### config.mk
export PLATFORM = sky130hd
export DESIGN_NAME = int_ctrl
export DESIGN_NICKNAME = d
export VERILOG_FILES = /design/src/rtl/int_ctrl_pkg.sv /design/src/rtl/int_prio_enc.sv /design/src/rtl/int_ctrl.sv
export SDC_FILE = /design/constraint.sdc
export NUM_CORES = 1
export LEC_CHECK = 0
export CORE_MARGIN = 2
export CORE_UTILIZATION = 39
export DETAILED_ROUTE_END_ITERATION = 8
export PLACE_DENSITY = 0.82
export RECOVER_POWER = 25
export SYNTH_ARGS = -nofsm -noshare
export SYNTH_HDL_FRONTEND = slang
export SYNTH_SLANG_ARGS = --single-unit
export TNS_END_PERCENT = 5
### constraint.sdc
create_clock -name clk -period 2.9 [get_ports clk]
set_input_delay 0.725 -clock clk [delete_from_list [all_inputs] [get_ports clk]]
set_output_delay 0.725 -clock clk [all_outputs]
set_load 0.01 [all_outputs]
### src/rtl/int_ctrl_pkg.sv
// int_ctrl_pkg: shared constants and types for the interrupt controller.
//   N_SRC          number of interrupt sources (matches CP0 HWInt width)
//   ID_W           width of a source index
//   ADDR_*         word offsets of the register window
//   svc_state_t    service depth encoding (IDLE / SVC1 / SVC2)
//   STAT_*_LSB     field positions inside the STATUS register
package int_ctrl_pkg;

    localparam int N_SRC = 6;
    localparam int ID_W  = 3;

    localparam logic [1:0] ADDR_MASK   = 2'd0;
    localparam logic [1:0] ADDR_MODE   = 2'd1;
    localparam logic [1:0] ADDR_PEND   = 2'd2;
    localparam logic [1:0] ADDR_STATUS = 2'd3;

    typedef enum logic [1:0] {
        ST_IDLE = 2'd0,
        ST_SVC1 = 2'd1,
        ST_SVC2 = 2'd2
    } svc_state_t;

    localparam int STAT_DEPTH_LSB = 0;
    localparam int STAT_TOP_LSB   = 4;
    localparam int STAT_SAVED_LSB = 8;

endpackage

### src/rtl/int_prio_enc.sv
// int_prio_enc: priority encoder, highest set bit wins.
//   vec    in   N      request vector
//   valid  out  1      any bit of vec set
//   idx    out  IDX_W  index of the highest set bit (0 when none)
module int_prio_enc #(
    parameter int N     = 6,
    parameter int IDX_W = 3
) (
    input  logic [N-1:0]     vec,
    output logic             valid,
    output logic [IDX_W-1:0] idx
);

    // Ascending scan: later (higher) indices overwrite earlier ones.
    always_comb begin
        valid = 1'b0;
        idx   = '0;
        for (int i = 0; i < N; i++) begin
            if (vec[i]) begin
                valid = 1'b1;
                idx   = IDX_W'(i);
            end
        end
    end

endmodule

### src/rtl/int_ctrl.sv
// int_ctrl: programmable interrupt controller feeding CP0 HWInt.
// Latches level/edge requests per source, applies a mask and tracks the
// source in service with one level of preemption.
//   clk        in   1      system clock
//   reset      in   1      asynchronous active-high reset
//   irq_in     in   N_SRC  device request lines
//   we         in   1      register write strobe
//   addr       in   2      word offset: 0 MASK, 1 MODE, 2 PEND, 3 STATUS
//   wdata      in   32     write data
//   rdata      out  32     combinational read data
//   int_taken  in   1      interrupt exception committed (claim)
//   eret       in   1      eret committed (return)
//   hwint      out  N_SRC  pend & mask & allow
module int_ctrl
    import int_ctrl_pkg::*;
#(
    parameter int N_SRC = int_ctrl_pkg::N_SRC
) (
    input  logic             clk,
    input  logic             reset,
    input  logic [N_SRC-1:0] irq_in,
    input  logic             we,
    input  logic [1:0]       addr,
    input  logic [31:0]      wdata,
    output logic [31:0]      rdata,
    input  logic             int_taken,
    input  logic             eret,
    output logic [N_SRC-1:0] hwint
);

    logic [N_SRC-1:0] mask_reg;
    logic [N_SRC-1:0] mode_reg;
    logic [N_SRC-1:0] pend_reg;
    logic [N_SRC-1:0] pend_next;
    logic [N_SRC-1:0] irq_q_reg;

    svc_state_t       state_reg, state_next;
    logic [ID_W-1:0]  top_reg, top_next;
    logic [ID_W-1:0]  saved_reg, saved_next;

    // State after applying a pending eret; claims are judged against it.
    svc_state_t       pop_state;
    logic [ID_W-1:0]  pop_top;

    logic [N_SRC-1:0] above_cur, above_pop;
    logic [N_SRC-1:0] allow_cur, allow_pop;
    logic [N_SRC-1:0] hwint_pop;
    logic             win_valid;
    logic [ID_W-1:0]  win_id;
    logic             claim_fire;
    logic [N_SRC-1:0] w1c_clr, claim_clr, pend_clr;

    // ---------------- threshold decode and request latching ----------------
    generate
        for (genvar gi = 0; gi < N_SRC; gi++) begin : g_src
            assign above_cur[gi] = (ID_W'(gi) > top_reg);
            assign above_pop[gi] = (ID_W'(gi) > pop_top);
            // Edge bits: a new rising edge beats a same-cycle clear.
            assign pend_next[gi] = mode_reg[gi]
                ? ((irq_in[gi] & ~irq_q_reg[gi]) | (pend_reg[gi] & ~pend_clr[gi]))
                : irq_in[gi];
        end
    endgenerate

    assign w1c_clr   = (we && addr == ADDR_PEND) ? wdata[N_SRC-1:0] : '0;
    assign claim_clr = claim_fire ? (N_SRC'(1) << win_id) : '0;
    assign pend_clr  = w1c_clr | claim_clr;

    always_comb begin
        allow_cur = '0;
        case (state_reg)
            ST_IDLE: allow_cur = '1;
            ST_SVC1: allow_cur = above_cur;
            default: allow_cur = '0;
        endcase
    end

    assign hwint = pend_reg & mask_reg & allow_cur;

    // ---------------- return (pop) stage ----------------
    always_comb begin
        pop_state = state_reg;
        pop_top   = top_reg;
        if (eret) begin
            case (state_reg)
                ST_SVC2: begin
                    pop_state = ST_SVC1;
                    pop_top   = saved_reg;
                end
                ST_SVC1: pop_state = ST_IDLE;
                default: pop_state = state_reg;
            endcase
        end
    end

    always_comb begin
        allow_pop = '0;
        case (pop_state)
            ST_IDLE: allow_pop = '1;
            ST_SVC1: allow_pop = above_pop;
            default: allow_pop = '0;
        endcase
    end

    assign hwint_pop = pend_reg & mask_reg & allow_pop;

    int_prio_enc #(
        .N     (N_SRC),
        .IDX_W (ID_W)
    ) u_win_enc (
        .vec   (hwint_pop),
        .valid (win_valid),
        .idx   (win_id)
    );

    // ---------------- claim stage / next state ----------------
    // In SVC2 allow_pop is zero, so win_valid is never set there.
    always_comb begin
        state_next = pop_state;
        top_next   = pop_top;
        saved_next = saved_reg;
        claim_fire = 1'b0;
        if (int_taken && win_valid) begin
            case (pop_state)
                ST_IDLE: begin
                    claim_fire = 1'b1;
                    state_next = ST_SVC1;
                    top_next   = win_id;
                end
                ST_SVC1: begin
                    claim_fire = 1'b1;
                    state_next = ST_SVC2;
                    saved_next = pop_top;
                    top_next   = win_id;
                end
                default: claim_fire = 1'b0;
            endcase
        end
    end

    always_ff @(posedge clk or posedge reset) begin
        if (reset) begin
            state_reg <= ST_IDLE;
            top_reg   <= '0;
            saved_reg <= '0;
        end else begin
            state_reg <= state_next;
            top_reg   <= top_next;
            saved_reg <= saved_next;
        end
    end

    always_ff @(posedge clk or posedge reset) begin
        if (reset) begin
            mask_reg  <= '0;
            mode_reg  <= '0;
            pend_reg  <= '0;
            irq_q_reg <= '0;
        end else begin
            pend_reg  <= pend_next;
            irq_q_reg <= irq_in;
            if (we && addr == ADDR_MASK) mask_reg <= wdata[N_SRC-1:0];
            if (we && addr == ADDR_MODE) mode_reg <= wdata[N_SRC-1:0];
        end
    end

    // ---------------- register read ----------------
    always_comb begin
        rdata = '0;
        case (addr)
            ADDR_MASK: rdata[N_SRC-1:0] = mask_reg;
            ADDR_MODE: rdata[N_SRC-1:0] = mode_reg;
            ADDR_PEND: rdata[N_SRC-1:0] = pend_reg;
            default: begin
                rdata[STAT_DEPTH_LSB +: 2]  = state_reg;
                rdata[STAT_TOP_LSB +: ID_W]   = top_reg;
                rdata[STAT_SAVED_LSB +: ID_W] = saved_reg;
            end
        endcase
    end

endmodule
==> summary.md <==
| Metric | Value |
|---|---|
| Synth warn | `0` |
| Fmax | `348.9 MHz` |
| Starting Density | `0.4057` |
| CTS Buf Count | `5` |
| Top cells by area, synth | `dfrtp_1 (39%), mux2_2 (8.2%), buf_4 (8.0%)` |
| Slew margin rel. | `-0.1414` |
| Via density | `just over 5` |
| I/O Pins | `83` |
| Clk sink count | `32` |
| Layout cells sized above 1 | `0.2862` |
| Cells after synthesis | `203` |
| HP Class | `reg -> reg` |
| Row cnt | `26` |
| Worst-Margin Slew | `1.712 ns` |
| Fin area | `2736 µm²` |
| Switching Fraction | `0.3668` |
| Max Cap Viol | `1` |
| Detailed Routing Iterations Pass 1 | `4` |
| Area Overhead vs Synth | `32.07%` |
| Comb pwr share | `0.521` |
| Required time of the critical path | `approximately 2.2 ns` |
| Setup Skew | `around 0.0047 ns` |
| Sequential fraction of the synthesis area | `0.3865` |
| First-pass GRT wire length | `~8000 µm` |
| WP data arrival | `2.14 ns` |
| Initial antenna violation count | `0` |
| Cell Area, Placed | `2603 µm²` |
| Die area | `around 5900 µm²` |
| Hold Violations, Final | `0` |
| Wire length per cell | `14.81 µm` |
| Count of pins over their slew limit | `33` |
| CTS tree | `built` |
| Synth area leader | `dfrtp_1` |
| Mapped Area | `2072 µm²` |
| Power share of the sequential group | `0.293` |
| Int Pwr | `between 1000 and 1500 µW` |
| H-tree depth | `2` |
| DRC viols | `0` |
| Largest net degree at the start of global routing | `33` |
| Pwr/cell area | `810.2 nW/µm²` |
| Core Footprint | `5107 µm²` |
| Post-DRT Antenna Nets | `0` |
| I/O Buffers | `34` |
| Final Util | `0.5358` |
| Static Leak | `approximately 0.0013 µW` |
| Element type at the critical path end | `output port` |
| # fillers | `461` |
| Peak supply drop | `0.4407 mV` |
| Distinct cells, synth | `48` |
| Commonest register cell after synthesis | `dfrtp_1` |
| Mean Syn Cell Area | `approximately 10 µm²` |
| Clk network pwr share | `0.186` |
| Diode count | `0` |
| Vias post-DR | `around 1700` |
| Nets | `315` |
| DP HPWL | `3816 µm` |
| RSZ-0062 raised after global routing | `false` |
| Yosys reg bits | `32` |
| Count leader, synth | `dfrtp_1` |
| NetSw | `roughly 800 µW` |
| Die extent in y | `76.89 µm` |
| Final min period | `2.866 ns` |
| Post-Route WL | `5021 µm` |
| Setup violations, final | `0` |
| Total GRT Usage | `0.1706` |
| EDFF count, synth | `0` |
| Setup Crit Path Kind | `in -> out` |
| Top cell type's share of synthesized area | `0.3865` |
| CTS Root Cell | `clkbuf_8` |
| Run status | `finished, violations left` |
| Worst-skew pair later-pin latency | `0.28 ns` |
| CP max FO | `6` |
| Final period utilization | `0.9883` |
| Clk buf depth | `2` |
| Final GP Congestion | `0.9214` |
| Die X | `slightly below 80 µm` |
| Iter 0 DRT Violations | `126` |
| Async S/R FF share, synth | `1.000` |
| Overflow after GRT | `0` |
| Violated checks | `capacitance limit, slew limit` |
| Post-synth top cells | `dfrtp_1 (32), nand2_1 (25), buf_4 (22), mux2_2 (15)` |
| CP startpoint kind | `input port` |
| CTS clock-pin slew for the worst setup and hold paths | `0.07 ns` |
| Vias in the first global route | `roughly 1600` |
repair_timing:
item,in CTS,in global routing
resized for setup,13,6
setup endpoints to repair,12,10
buffers inserted,0,1
pin swaps,0,3
hold buffers,0,0
layout by cell type, fill, tap and decap left out, types with 3 or more instances in the layout:
cell | synthesis | routed
o21ai_2 | 2 | 3
nor3b_1 | 4 | 3
clkbuf_8 | 1 | 5
dfrtp_1 | 32 | 32
nand3_1 | 6 | 6
mux2_2 | 15 | 15
inv_1 | 5 | 5
nor3_1 | 3 | 3
mux2i_1 | 8 | 8
nor2_1 | 8 | 8
nand2_1 | 25 | 25
a21oi_1 | 8 | 8
dlygate4sd3_1 | 0 | 7
and3_1 | 4 | 4
clkdlybuf4s50_1 | 0 | 17
dlygate4sd2_1 | 0 | 8
a22o_1 | 3 | 3
conb_1 | 1 | 22
mux4_2 | 4 | 4
buf_4 | 22 | 31
a211oi_1 | 5 | 5
o21ai_0 | 7 | 6
power groups by stage:
stage	sequential, µW	clock, µW	combinational, µW
2_1_floorplan	631	0	669
5_1_grt	662	438	1260
3_3_place_gp	645	0	1100
4_1_cts	645	421	1110
3_5_place_dp	653	0	1120
6_report	649	413	1160
worst max-delay path, stage by stage:
cell and delay [ns]:
clkdlybuf4s50_1 0.48, buf_4 0.16, mux4_2 0.48, dlygate4sd2_1 0.29
area by class of cell:
cell class | count | area (µm²) | area share
clock buffer | 6 | 72.57 | 0.02652
clock inverter | 2 | 35.03 | 0.01280
inverter | 5 | 18.77 | 0.006859
multi-input combinational | 157 | 1141 | 0.4170
sequential | 32 | 800.8 | 0.2926
tap | 70 | 87.58 | 0.03201
timing repair buffer | 67 | 580.6 | 0.2122
per-stage QoR:
stage                     TNS [ns]  hold WS (ns)  std cells  total power (µW)  setup WS, ns
after global routing             0        0.5683        339              2365     0.0008062
after CTS                        0        0.5423        338              2178      0.002068
after detailed placement    -3.990        0.5252        330              1772       -0.3766
after global placement      -3.804        0.5119        330              1742       -0.3437
final                            0        0.5414        339              2217       0.03398
after floorplan                  0        0.4985        224              1300       0.04790
kinds of logic after synthesis:
| logic type | synth area share |
|---|---|
| and+or+nand+nor | 0.1727 |
| buffers and inverters | 0.1135 |
| DFF | 0.3865 |
| adders and majority gates | 0.01208 |
| AOI/OAI and AO/OA | 0.1498 |
| other | 0.001810 |
| muxes | 0.1636 |
metal layers:
layer / vias up / GRT usage / routed length, µm
met5: - / 0 / 0
met4: 0 / 0.04364 / 41
met2: 68 / 0.2860 / 2427
met1: 820 / 0.2261 / 2249
li1: 820 / - / -
met3: 4 / 0.03412 / 303
final timing paths:
check / from / to / slack, ns / cells past startpoint
worst max register to register: top_reg[1] / saved_reg[1] / 0.63 / 7
worst min-delay path: mask_reg[2] / mask_reg[2] / 0.54 / 1
worst min register to register: mask_reg[2] / mask_reg[2] / 0.54 / 1
max in group asynchronous: reset / mask_reg[1] / 0.42 / 3
worst max-delay path: addr[1] / rdata[4] / 0.03 / 4
min in group asynchronous: reset / irq_q_reg[5] / 1.49 / 3
No activity file was read; power rests on OpenSTA's default activity.
